<file path="src/rtl/glcd_pkg.sv">
// Shared command bytes, panel geometry and sequencer states for the
// KS0108-style 128x64 refresh scheduler.
package glcd_pkg;

    localparam logic [7:0] CMD_DISP_ON    = 8'h3F;
    localparam logic [7:0] CMD_START_LINE = 8'hC0;
    localparam logic [7:0] CMD_SET_PAGE   = 8'hB8;
    localparam logic [7:0] CMD_SET_COL    = 8'h40;

    localparam int unsigned PAGES = 8;
    localparam int unsigned COLS  = 64;
    localparam int unsigned CHIPS = 2;

    typedef enum logic [3:0] {
        RST_HOLD,
        INIT_ON,
        INIT_LINE,
        IDLE,
        HOST_WR,
        HOST_BND,
        PAGE_WR,
        COL_WR,
        FETCH,
        CAPTURE,
        DATA_ISSUE,
        DATA_WR,
        FRAME_END
    } glcd_state_e;

    // Chip select pair {cs2, cs1} addressing a single controller.
    function automatic logic [1:0] chip_cs(input logic chip);
        return chip ? 2'b10 : 2'b01;
    endfunction

endpackage

</file>
<file path="src/rtl/glcd_bus_cycle.sv">
// One LCD write: setup, E pulse, hold. done is asserted in the last hold
// cycle so the caller can chain the next write with no extra gap.
module glcd_bus_cycle #(
    parameter int unsigned T_SETUP = 4,
    parameter int unsigned T_PULSE = 24,
    parameter int unsigned T_HOLD  = 4
) (
    input  logic       clk,
    input  logic       rst_n,
    input  logic       start,
    input  logic       rs,
    input  logic [1:0] cs,
    input  logic [7:0] data,
    output logic       done,
    output logic       lcd_e,
    output logic       lcd_rs,
    output logic       lcd_cs1,
    output logic       lcd_cs2,
    output logic [7:0] lcd_data
);

    localparam int unsigned TOTAL = T_SETUP + T_PULSE + T_HOLD;
    localparam int unsigned CW    = $clog2(TOTAL + 1);

    logic          active;
    logic [CW-1:0] cnt;
    logic [CW-1:0] cnt_nx;
    logic          e_nx;

    assign done   = active && (cnt == CW'(TOTAL - 1));
    assign cnt_nx = cnt + CW'(1);
    assign e_nx   = (cnt_nx >= CW'(T_SETUP)) && (cnt_nx < CW'(T_SETUP + T_PULSE));

    always_ff @(posedge clk) begin
        if (!rst_n) begin
            active   <= 1'b0;
            cnt      <= '0;
            lcd_e    <= 1'b0;
            lcd_rs   <= 1'b0;
            lcd_cs1  <= 1'b0;
            lcd_cs2  <= 1'b0;
            lcd_data <= '0;
        end else if (start) begin
            active   <= 1'b1;
            cnt      <= '0;
            lcd_e    <= (T_SETUP == 0);
            lcd_rs   <= rs;
            lcd_cs1  <= cs[0];
            lcd_cs2  <= cs[1];
            lcd_data <= data;
        end else if (active) begin
            if (done) begin
                active <= 1'b0;
                cnt    <= '0;
                lcd_e  <= 1'b0;
            end else begin
                cnt   <= cnt_nx;
                lcd_e <= e_nx;
            end
        end
    end

endmodule

</file>
<file path="src/rtl/glcd_refresh_scheduler.sv">
// Power-up, init and full-screen refresh sequencer for a dual-controller
// 128x64 GLCD with a host command port. Optional macro: GLCD_INVERT_EN.
module glcd_refresh_scheduler
    import glcd_pkg::*;
#(
    parameter int unsigned T_SETUP     = 4,
    parameter int unsigned T_PULSE     = 24,
    parameter int unsigned T_HOLD      = 4,
    parameter int unsigned POWERUP_CYC = 50000
) (
    input  logic       clk,
    input  logic       rst_n,
    input  logic       refresh_req,
    output logic       busy,
    output logic       frame_done,
    output logic       fb_rd,
    output logic [9:0] fb_addr,
    input  logic [7:0] fb_data,
    input  logic       cmd_valid,
    output logic       cmd_ready,
    input  logic       cmd_rs,
    input  logic [1:0] cmd_cs,
    input  logic [7:0] cmd_data,
`ifdef GLCD_INVERT_EN
    input  logic       invert,
`endif
    output logic       lcd_e,
    output logic       lcd_rs,
    output logic       lcd_rw,
    output logic       lcd_cs1,
    output logic       lcd_cs2,
    output logic       lcd_rst_n,
    output logic [7:0] lcd_data
);

    localparam int unsigned RW        = $clog2(POWERUP_CYC + 1);
    localparam logic [5:0]  COL_LAST  = 6'(COLS - 1);
    localparam logic [2:0]  PAGE_LAST = 3'(PAGES - 1);
    localparam logic        CHIP_LAST = 1'(CHIPS - 1);

    glcd_state_e   state_q, state_d;
    logic [RW-1:0] rst_cnt;
    logic          lcd_rst_q;
    logic          pend_q;
    logic          chip_q, chip_nx;
    logic [2:0]    page_q, page_nx;
    logic [5:0]    col_q;
    logic [7:0]    data_q, data_byte;
    logic          frame_last;

    logic          bus_start, bus_rs, bus_done;
    logic [1:0]    bus_cs;
    logic [7:0]    bus_data;
    logic          refresh_go, pos_adv, col_inc, cap;

`ifdef GLCD_INVERT_EN
    logic invert_q;
    assign data_byte = data_q ^ {8{invert_q}};
`else
    assign data_byte = data_q;
`endif

    assign frame_last = (chip_q == CHIP_LAST) && (page_q == PAGE_LAST) && (col_q == COL_LAST);
    // Chip is the inner loop: page0/chip0, page0/chip1, page1/chip0, ...
    assign chip_nx    = (chip_q == CHIP_LAST) ? 1'b0 : chip_q + 1'b1;
    assign page_nx    = (chip_q == CHIP_LAST) ? page_q + 3'd1 : page_q;

    assign busy      = (state_q != IDLE);
    assign fb_addr   = {chip_q, page_q, col_q};
    assign lcd_rw    = 1'b0;
    assign lcd_rst_n = lcd_rst_q;

    always_comb begin
        state_d    = state_q;
        bus_start  = 1'b0;
        bus_rs     = 1'b0;
        bus_cs     = 2'b00;
        bus_data   = '0;
        cmd_ready  = 1'b0;
        refresh_go = 1'b0;
        pos_adv    = 1'b0;
        col_inc    = 1'b0;
        cap        = 1'b0;
        fb_rd      = 1'b0;
        frame_done = 1'b0;
        case (state_q)
            RST_HOLD: if (rst_cnt == RW'(POWERUP_CYC - 1)) begin
                bus_start = 1'b1; bus_cs = 2'b11; bus_data = CMD_DISP_ON;
                state_d   = INIT_ON;
            end
            INIT_ON: if (bus_done) begin
                bus_start = 1'b1; bus_cs = 2'b11; bus_data = CMD_START_LINE;
                state_d   = INIT_LINE;
            end
            INIT_LINE: if (bus_done) state_d = IDLE;
            IDLE: if (cmd_valid) begin
                cmd_ready = 1'b1;
                bus_start = 1'b1; bus_rs = cmd_rs; bus_cs = cmd_cs; bus_data = cmd_data;
                state_d   = HOST_WR;
            end else if (pend_q) begin
                refresh_go = 1'b1;
                bus_start  = 1'b1; bus_cs = chip_cs(1'b0); bus_data = CMD_SET_PAGE;
                state_d    = PAGE_WR;
            end
            HOST_WR: if (bus_done) state_d = IDLE;
            HOST_BND: if (bus_done) begin
                bus_start = 1'b1; bus_cs = chip_cs(chip_q); bus_data = CMD_SET_PAGE | {5'b0, page_q};
                state_d   = PAGE_WR;
            end
            PAGE_WR: if (bus_done) begin
                bus_start = 1'b1; bus_cs = chip_cs(chip_q); bus_data = CMD_SET_COL;
                state_d   = COL_WR;
            end
            COL_WR: if (bus_done) state_d = FETCH;
            FETCH: begin
                fb_rd   = 1'b1;
                state_d = CAPTURE;
            end
            CAPTURE: begin
                cap     = 1'b1;
                state_d = DATA_ISSUE;
            end
            DATA_ISSUE: begin
                bus_start = 1'b1; bus_rs = 1'b1; bus_cs = chip_cs(chip_q); bus_data = data_byte;
                state_d   = DATA_WR;
            end
            // Page boundary: position advances now, so HOST_BND later reads the new page/chip.
            DATA_WR: if (bus_done) begin
                if (col_q != COL_LAST) begin
                    col_inc = 1'b1;
                    state_d = FETCH;
                end else if (frame_last) begin
                    state_d = FRAME_END;
                end else begin
                    pos_adv = 1'b1;
                    if (cmd_valid) begin
                        cmd_ready = 1'b1;
                        bus_start = 1'b1; bus_rs = cmd_rs; bus_cs = cmd_cs; bus_data = cmd_data;
                        state_d   = HOST_BND;
                    end else begin
                        bus_start = 1'b1; bus_cs = chip_cs(chip_nx); bus_data = CMD_SET_PAGE | {5'b0, page_nx};
                        state_d   = PAGE_WR;
                    end
                end
            end
            FRAME_END: begin
                frame_done = 1'b1;
                state_d    = IDLE;
            end
            default: state_d = RST_HOLD;
        endcase
    end

    always_ff @(posedge clk) begin
        if (!rst_n) begin
            state_q   <= RST_HOLD;
            rst_cnt   <= '0;
            lcd_rst_q <= 1'b0;
            pend_q    <= 1'b0;
            chip_q    <= 1'b0;
            page_q    <= '0;
            col_q     <= '0;
            data_q    <= '0;
`ifdef GLCD_INVERT_EN
            invert_q  <= 1'b0;
`endif
        end else begin
            state_q <= state_d;
            if (state_q == RST_HOLD) rst_cnt <= rst_cnt + RW'(1);
            if (state_q == RST_HOLD && state_d != RST_HOLD) lcd_rst_q <= 1'b1;
            pend_q <= (pend_q & ~refresh_go) | refresh_req;
            if (refresh_go) begin
                chip_q <= 1'b0;
                page_q <= '0;
                col_q  <= '0;
            end else if (pos_adv) begin
                chip_q <= chip_nx;
                page_q <= page_nx;
                col_q  <= '0;
            end else if (col_inc) begin
                col_q <= col_q + 6'd1;
            end
            if (cap) data_q <= fb_data;
`ifdef GLCD_INVERT_EN
            if (refresh_go) invert_q <= invert;
`endif
        end
    end

    glcd_bus_cycle #(
        .T_SETUP(T_SETUP),
        .T_PULSE(T_PULSE),
        .T_HOLD (T_HOLD)
    ) u_bus (
        .clk     (clk),
        .rst_n   (rst_n),
        .start   (bus_start),
        .rs      (bus_rs),
        .cs      (bus_cs),
        .data    (bus_data),
        .done    (bus_done),
        .lcd_e   (lcd_e),
        .lcd_rs  (lcd_rs),
        .lcd_cs1 (lcd_cs1),
        .lcd_cs2 (lcd_cs2),
        .lcd_data(lcd_data)
    );

endmodule

</file>
<file path="config.mk">
export PLATFORM = sky130hd
export DESIGN_NAME = glcd_refresh_scheduler
export DESIGN_NICKNAME = d
export VERILOG_FILES = /design/src/rtl/glcd_pkg.sv /design/src/rtl/glcd_bus_cycle.sv /design/src/rtl/glcd_refresh_scheduler.sv
export SDC_FILE = /design/constraint.sdc
export NUM_CORES = 1
export LEC_CHECK = 0
export CORE_MARGIN = 2
export CORE_UTILIZATION = 58
export DETAILED_ROUTE_END_ITERATION = 7
export GPL_TIMING_DRIVEN = 0
export PLACE_DENSITY_LB_ADDON = 0.1
export SYNTH_ARGS = -nofsm -noshare
export SYNTH_HDL_FRONTEND = slang
export SYNTH_SLANG_ARGS = --single-unit
</file>
<file path="constraint.sdc">
create_clock -name clk -period 4.9 [get_ports clk]
set_clock_uncertainty 0.05 [all_clocks]
set_input_delay 0.735 -clock clk [delete_from_list [all_inputs] [get_ports clk]]
set_output_delay 0.735 -clock clk [all_outputs]
set_load 0.03 [all_outputs]
</file>
# Yosys cells after proc, flatten, opt, wreduce, memory -nomap -nowiden
# Cells that the tools add are included.
# op_classes
addsub	5
magnitude_cmp	2
eq_ne	18
mux	70
bitwise_logic	4
n_reduce_logical	13
# op_table
op	count
2-to-1 mux 8 bit	8
one-hot mux 8 bit (7 select lines)	1
one-hot mux 4 bit (12 select lines)	1
2-to-1 mux 4 bit	11
2-to-1 mux 1 bit	30
2-to-1 mux 2 bit	11
== test 4 bit, second input constant	5
adder 16 x 1 -> 16 bit, second input constant	1
== test 16 bit, second input constant	1
== test 4 x 3 -> 1 bit, second input constant	4
adder 6 x 1 -> 6 bit, second input constant	2
2-to-1 mux 6 bit	2
one-hot mux 2 bit (6 select lines)	1
== test 4 x 2 -> 1 bit, second input constant	2
OR reduction 2 bit	4
2-to-1 mux 7 bit	1
== test 6 x 5 -> 1 bit, second input constant	1
== test 6 bit, second input constant	1
greater-or-equal comparator 6 x 3 -> 1 bit, second input constant	1
less-than comparator 6 x 5 -> 1 bit, second input constant	1
!= test 6 bit, second input constant	1
OR reduction 3 bit	2
logical AND 1 bit	5
one-hot mux 1 bit (5 select lines)	1
13 further kinds	14
# word_totals
reg_bits	59
word_cells	127

# Longest topological paths before layout
# logic_depth
ltp_word	9
mapped_depth	8
mapped_depth_nobuf	7

# Modules after synthesis
# Synthesis repeated with hierarchy kept, for this count alone.
# unflattened
cells_unflattened	359
hier_area_um2	3226.8
# modules_own_cells
module	instances	cells_each	area_each_um2
glcd_refresh_scheduler	1	270	2351.0
glcd_bus_cycle	1	89	875.8

# Worst setup path before layout
# OpenSTA, ideal clock, no wires.
# synth_path
path_type	register to output
startpoint	register page_q[0]
endpoint	output cmd_ready
t_arrival_ps	1831
slack_ps	2284
stages_incl_launch_ff	7
n_path_buf	0
cell_sequence	dfxtp_1 > ha_1 > ha_1 > a21bo_2 > nor2_1 > a21boi_2 > nor2_1
# synth_between
elab_chain_cells	7
# synth_lines
item	line	rtl
start, declared	glcd_refresh_scheduler.sv:46	logic [2:0] page_q, page_nx;
start signal, assigned	glcd_refresh_scheduler.sv:178	page_q <= page_nx;
== test 3 bit	glcd_refresh_scheduler.sv:63	assign frame_last = (chip_q == CHIP_LAST) && (page_q == PAGE_LAST) && (col_q == COL_LAST);
logical AND 1 bit (2 in series)	glcd_refresh_scheduler.sv:63	
2-to-1 mux 1 bit	glcd_refresh_scheduler.sv:132	end else if (frame_last) begin
2-to-1 mux 1 bit	glcd_refresh_scheduler.sv:129	if (col_q != COL_LAST) begin
2-to-1 mux 1 bit	glcd_refresh_scheduler.sv:128	DATA_WR: if (bus_done) begin
one-hot mux 1 bit (2 select lines)	glcd_refresh_scheduler.sv:86	case (state_q)
end, declared	glcd_refresh_scheduler.sv:20	output logic cmd_ready,
# No other way between the ends.

# Final worst setup path
# layout_path
startpoint	register u_bus.cnt[0]
endpoint	output cmd_ready
# layout_between
elab_chain_cells	4
# layout_lines
item	line	rtl
start, declared	glcd_bus_cycle.sv:26	logic [CW-1:0] cnt;
start signal, assigned	glcd_bus_cycle.sv:57	cnt <= cnt_nx;
== test 6 x 5 -> 1 bit	glcd_bus_cycle.sv:30	assign done = active && (cnt == CW'(TOTAL - 1));
logical AND 1 bit	glcd_bus_cycle.sv:30	
2-to-1 mux 1 bit	glcd_refresh_scheduler.sv:128	
one-hot mux 1 bit (2 select lines)	glcd_refresh_scheduler.sv:86	
# No other way between the ends.

==> results by group <==
Power and ir drop
  – Leak: around 1.4 nW
  – Combinational share of power: under 10%
  – Psw: about 0.21 mW
  – Reg power frac: slightly below 50%
  – PwrDens: roughly 250 nW/um^2
  – Clock share of power: 47.5%
  – Internal: about 0.8 mW
  – Max VDD drop: between 200 and 250 uV
  – Switching share of power: 21.4%

Logic synthesis
  – Asr flop ratio synth: 0%
  – Leading area contributor after synthesis: dfxtp_1
  – Netlist cell types: between 60 and 70
  – Post-synth top flop: dfxtp_1
  – Syn Nets: ~420
  – Sequential fraction of the synthesis area: a little over a third
  – Area contributors post-synth: dfxtp_1 36%, nor2_1 5.6%, xor2_1 4.9%
  – Post-synth EDFFs: 0
  – Syn_area_per_cell: about 8 um^2
  – #FFs+latches synth: between 50 and 60
  – Post-Syn Area: roughly 3200 um^2
  – Mapped Cells: ~390
  – Synth warn: 0
  – Top cell type's share of synthesized area: a little over a third

Finish
  – Area added between synthesis and finish: 24.0%
  – Fillers: 432
  – Layout cell share with drive strength beyond 1: a little under a tenth
  – Diodes inserted: 0
  – Layout net count: just under 500

Clock network
  – CTS Root Cell: clkbuf_8
  – CTS HTree Levels: 3
  – Clock transition at the registers of the reported paths: 0.06 ns
  – CTS sink cnt: 59
  – Clock Path Buffers: 2
  – CTS tree: built
  – Worst-Skew Late Latency: between 0.3 and 0.4 ns
  – CTS buffer count: 9
  – Post-CTS Setup Bufs: 0
  – Cts hold-fix bufs: 0
  – Post-CTS Resized: 0

Timing
  – Final worst path period share: 74.0%
  – Unrepaired setup endpoints after global routing: false
  – Slew margin rel.: between 40% and 50%
  – TNS Setup: 0 ns
  – Final Critical Period: 3.63 ns
  – Finish-stage setup viols: 0
  – Achievable frequency: between 200 and 300 MHz
  – Slew Viols, Final: 0
  – Final-report hold violation count: 0
  – Worst-Margin Slew: about 0.8 ns
  – Final hold slack: 0.427 ns

Critical path
  – CP max FO: 10
  – Critical path capture point type: primary output
  – Required @ worst endpoint: 4.12 ns
  – Arr. time, crit path: 2.84 ns
  – R2R Setup Slk: between 2 and 2.5 ns
  – Crit Reg-Reg Startpoint: u_bus.cnt[0]
  – Worst Setup Start Kind: flop
  – Crit Path Class: flop to primary output
  – Worst-case reg-to-reg path depth: 7
  – RR Endpoint: u_bus.lcd_data[4]

Drt
  – DRT antenna net count: 0
  – Drt first pass iters: 5
  – Initial drt markers: a little under 200
  – DR vias: 3,181
  – Routed len/inst: 15.6 um
  – DRC: 0
  – Drt total wl: just over 8000 um
  – Vias/cell: between 6 and 7

Global routing
  – Gr ovfl total: 0
  – Gr usage total: between 20% and 30%
  – First-pass GRT wire length: roughly 13,000 um
  – Number of global-route vias before repair: approximately 2,900
  – Initial antenna violation count: 0
  – Largest net degree at the start of global routing: 11

Hold path
  – HP Start: data_byte[7]
  – Worst hold-check path type: flop to flop
  – Hold EP: data_byte[7]
  – Worst Hold Depth: 2

Placement
  – IO Port Bufs: 48
  – HPWL after DPL: ~5900 um
  – Routability congestion estimate: between 0.9 and 1

Run status
  – Status: completed

Floorplan
  – Core ar.: approximately 5400 um^2
  – Initial cell density of the core: 59.7%
  – Row count: 27
  – Die Y: 78.8 um
  – Top Ports: 51
  – Die area: roughly 6200 um^2
  – Die width: 78.8 um

Run
  – # Max-Cap Violations: 0
[worst max-delay path by stage]
stage	startpoint	cells past startpoint	end	slack, ns
after floorplan	page_q[0]	6	cmd_ready	2.28
after global placement	cmd_valid	5	cmd_ready	1.45
after detailed placement	cmd_valid	5	cmd_ready	1.41
after CTS	u_bus.cnt[0]	7	cmd_ready	1.28
after global routing	u_bus.cnt[0]	7	cmd_ready	1.05
final	u_bus.cnt[0]	7	cmd_ready	1.27
[cells in the mapped netlist, drive strengths merged (2+ instances only)]
library cell  instances
nor2b                 4
a21oi                27
nand4                12
o221ai                3
o21a                  3
nor2                 51
nand4b                2
inv                   8
o31a                  4
xor2                 18
o221a                 5
buf                  12
a211o                 2
clkbuf               16
o21ai                17
or4                   2
nand3                19
nand2b                7
mux2i                 3
or2                   3
a31oi                 4
and4                  2
nor3                  8
ha                    6
and3                  7
dfxtp                59
nor4                  9
a32oi                 3
nand2                36
and2                  3
or3                   3
o41ai                 3
xnor2                10
[cell type report]
cell class,count,area [um^2],share of cell area (%)
multi-input cells,298,1890,46.8
repair buffers,48,480,11.9
clock buffers,11,131,3.26
well taps,72,90.1,2.24
plain buffers,28,145,3.61
clock inverters,5,77.6,1.93
inverters,9,33.8,0.839
flip-flops and latches,59,1180,29.3
[placed cells by master, fill, tap and decap left out, drive strengths merged, types with 9 or more instances in the layout]
master and instances:
clkdlybuf4s50 48, nor4 9, xor2 18, nor2 51, xnor2 10, o21ai 17
a21oi 27, nand4 12, buf 12, nand2 36, clkbuf 27, dfxtp 59
nand3 19
[routing by layer]
metal | GRT usage (%) | part of all wire, %
met5 | 0 | 0
met4 | 13.0 | 3.1
met3 | 6.14 | 6.3
met2 | 45.6 | 47
met1 | 34.0 | 43
[flip-flops by register name, summed over array words and instances, names as in the netlist, 3 cells and up]
name and flops:
rst_cnt 16, data_byte 8, u_bus.lcd_data 8, col_q 6, u_bus.cnt 6, state_q 4
page_q 3
[through the flow]
step                utilization [%]  cell area [um^2]  cells  setup slack, ns  total power, mW
floorplan                         -              3250    394             2.28            0.511
global placement               70.2              3820    514             1.45            0.535
detailed placement             70.2              3820    514             1.41            0.536
CTS                            74.0              4030    530             1.28             1.01
global route                   74.0              4030    530             1.05             1.03
finish                         74.0              4030    530             1.27             1.00
[cells by family (layout without fill, tap and decap cells)]
family / Yosys count / count (layout) / share of synthesized area (%)
buffers and inverters: 37 / 101 / 5.51
adders and majority gates: 6 / 6 / 2.31
DFF: 59 / 59 / 36.4
xor gates and xnor gates: 28 / 28 / 7.56
other: 1 / 1 / 0.116
AOI/OAI and AO/OA: 87 / 87 / 18.6
muxes: 4 / 4 / 1.27
and+or+nand+nor: 172 / 172 / 28.2
[critical path, stage by stage, from the launching register on]
cell,delay [ns]
dfxtp_1,0.39
ha_1,0.16
buf_4,0.14
nand2_2,0.17
nor4_4,0.55
a21boi_2,0.27
nor2_1,0.14
clkdlybuf4s50_1,0.68
[power groups by stage]
| stage | Combinational, mW | Clock, mW | Sequential [mW] |
|---|---|---|---|
| finish | 0.0404 | 0.475 | 0.485 |
| global route | 0.0432 | 0.505 | 0.485 |
| CTS | 0.0401 | 0.483 | 0.485 |
| detailed placement | 0.0397 | 0 | 0.496 |
| global placement | 0.0392 | 0 | 0.496 |
| floorplan | 0.0161 | 0 | 0.495 |
(Power assumes the default switching activity.)
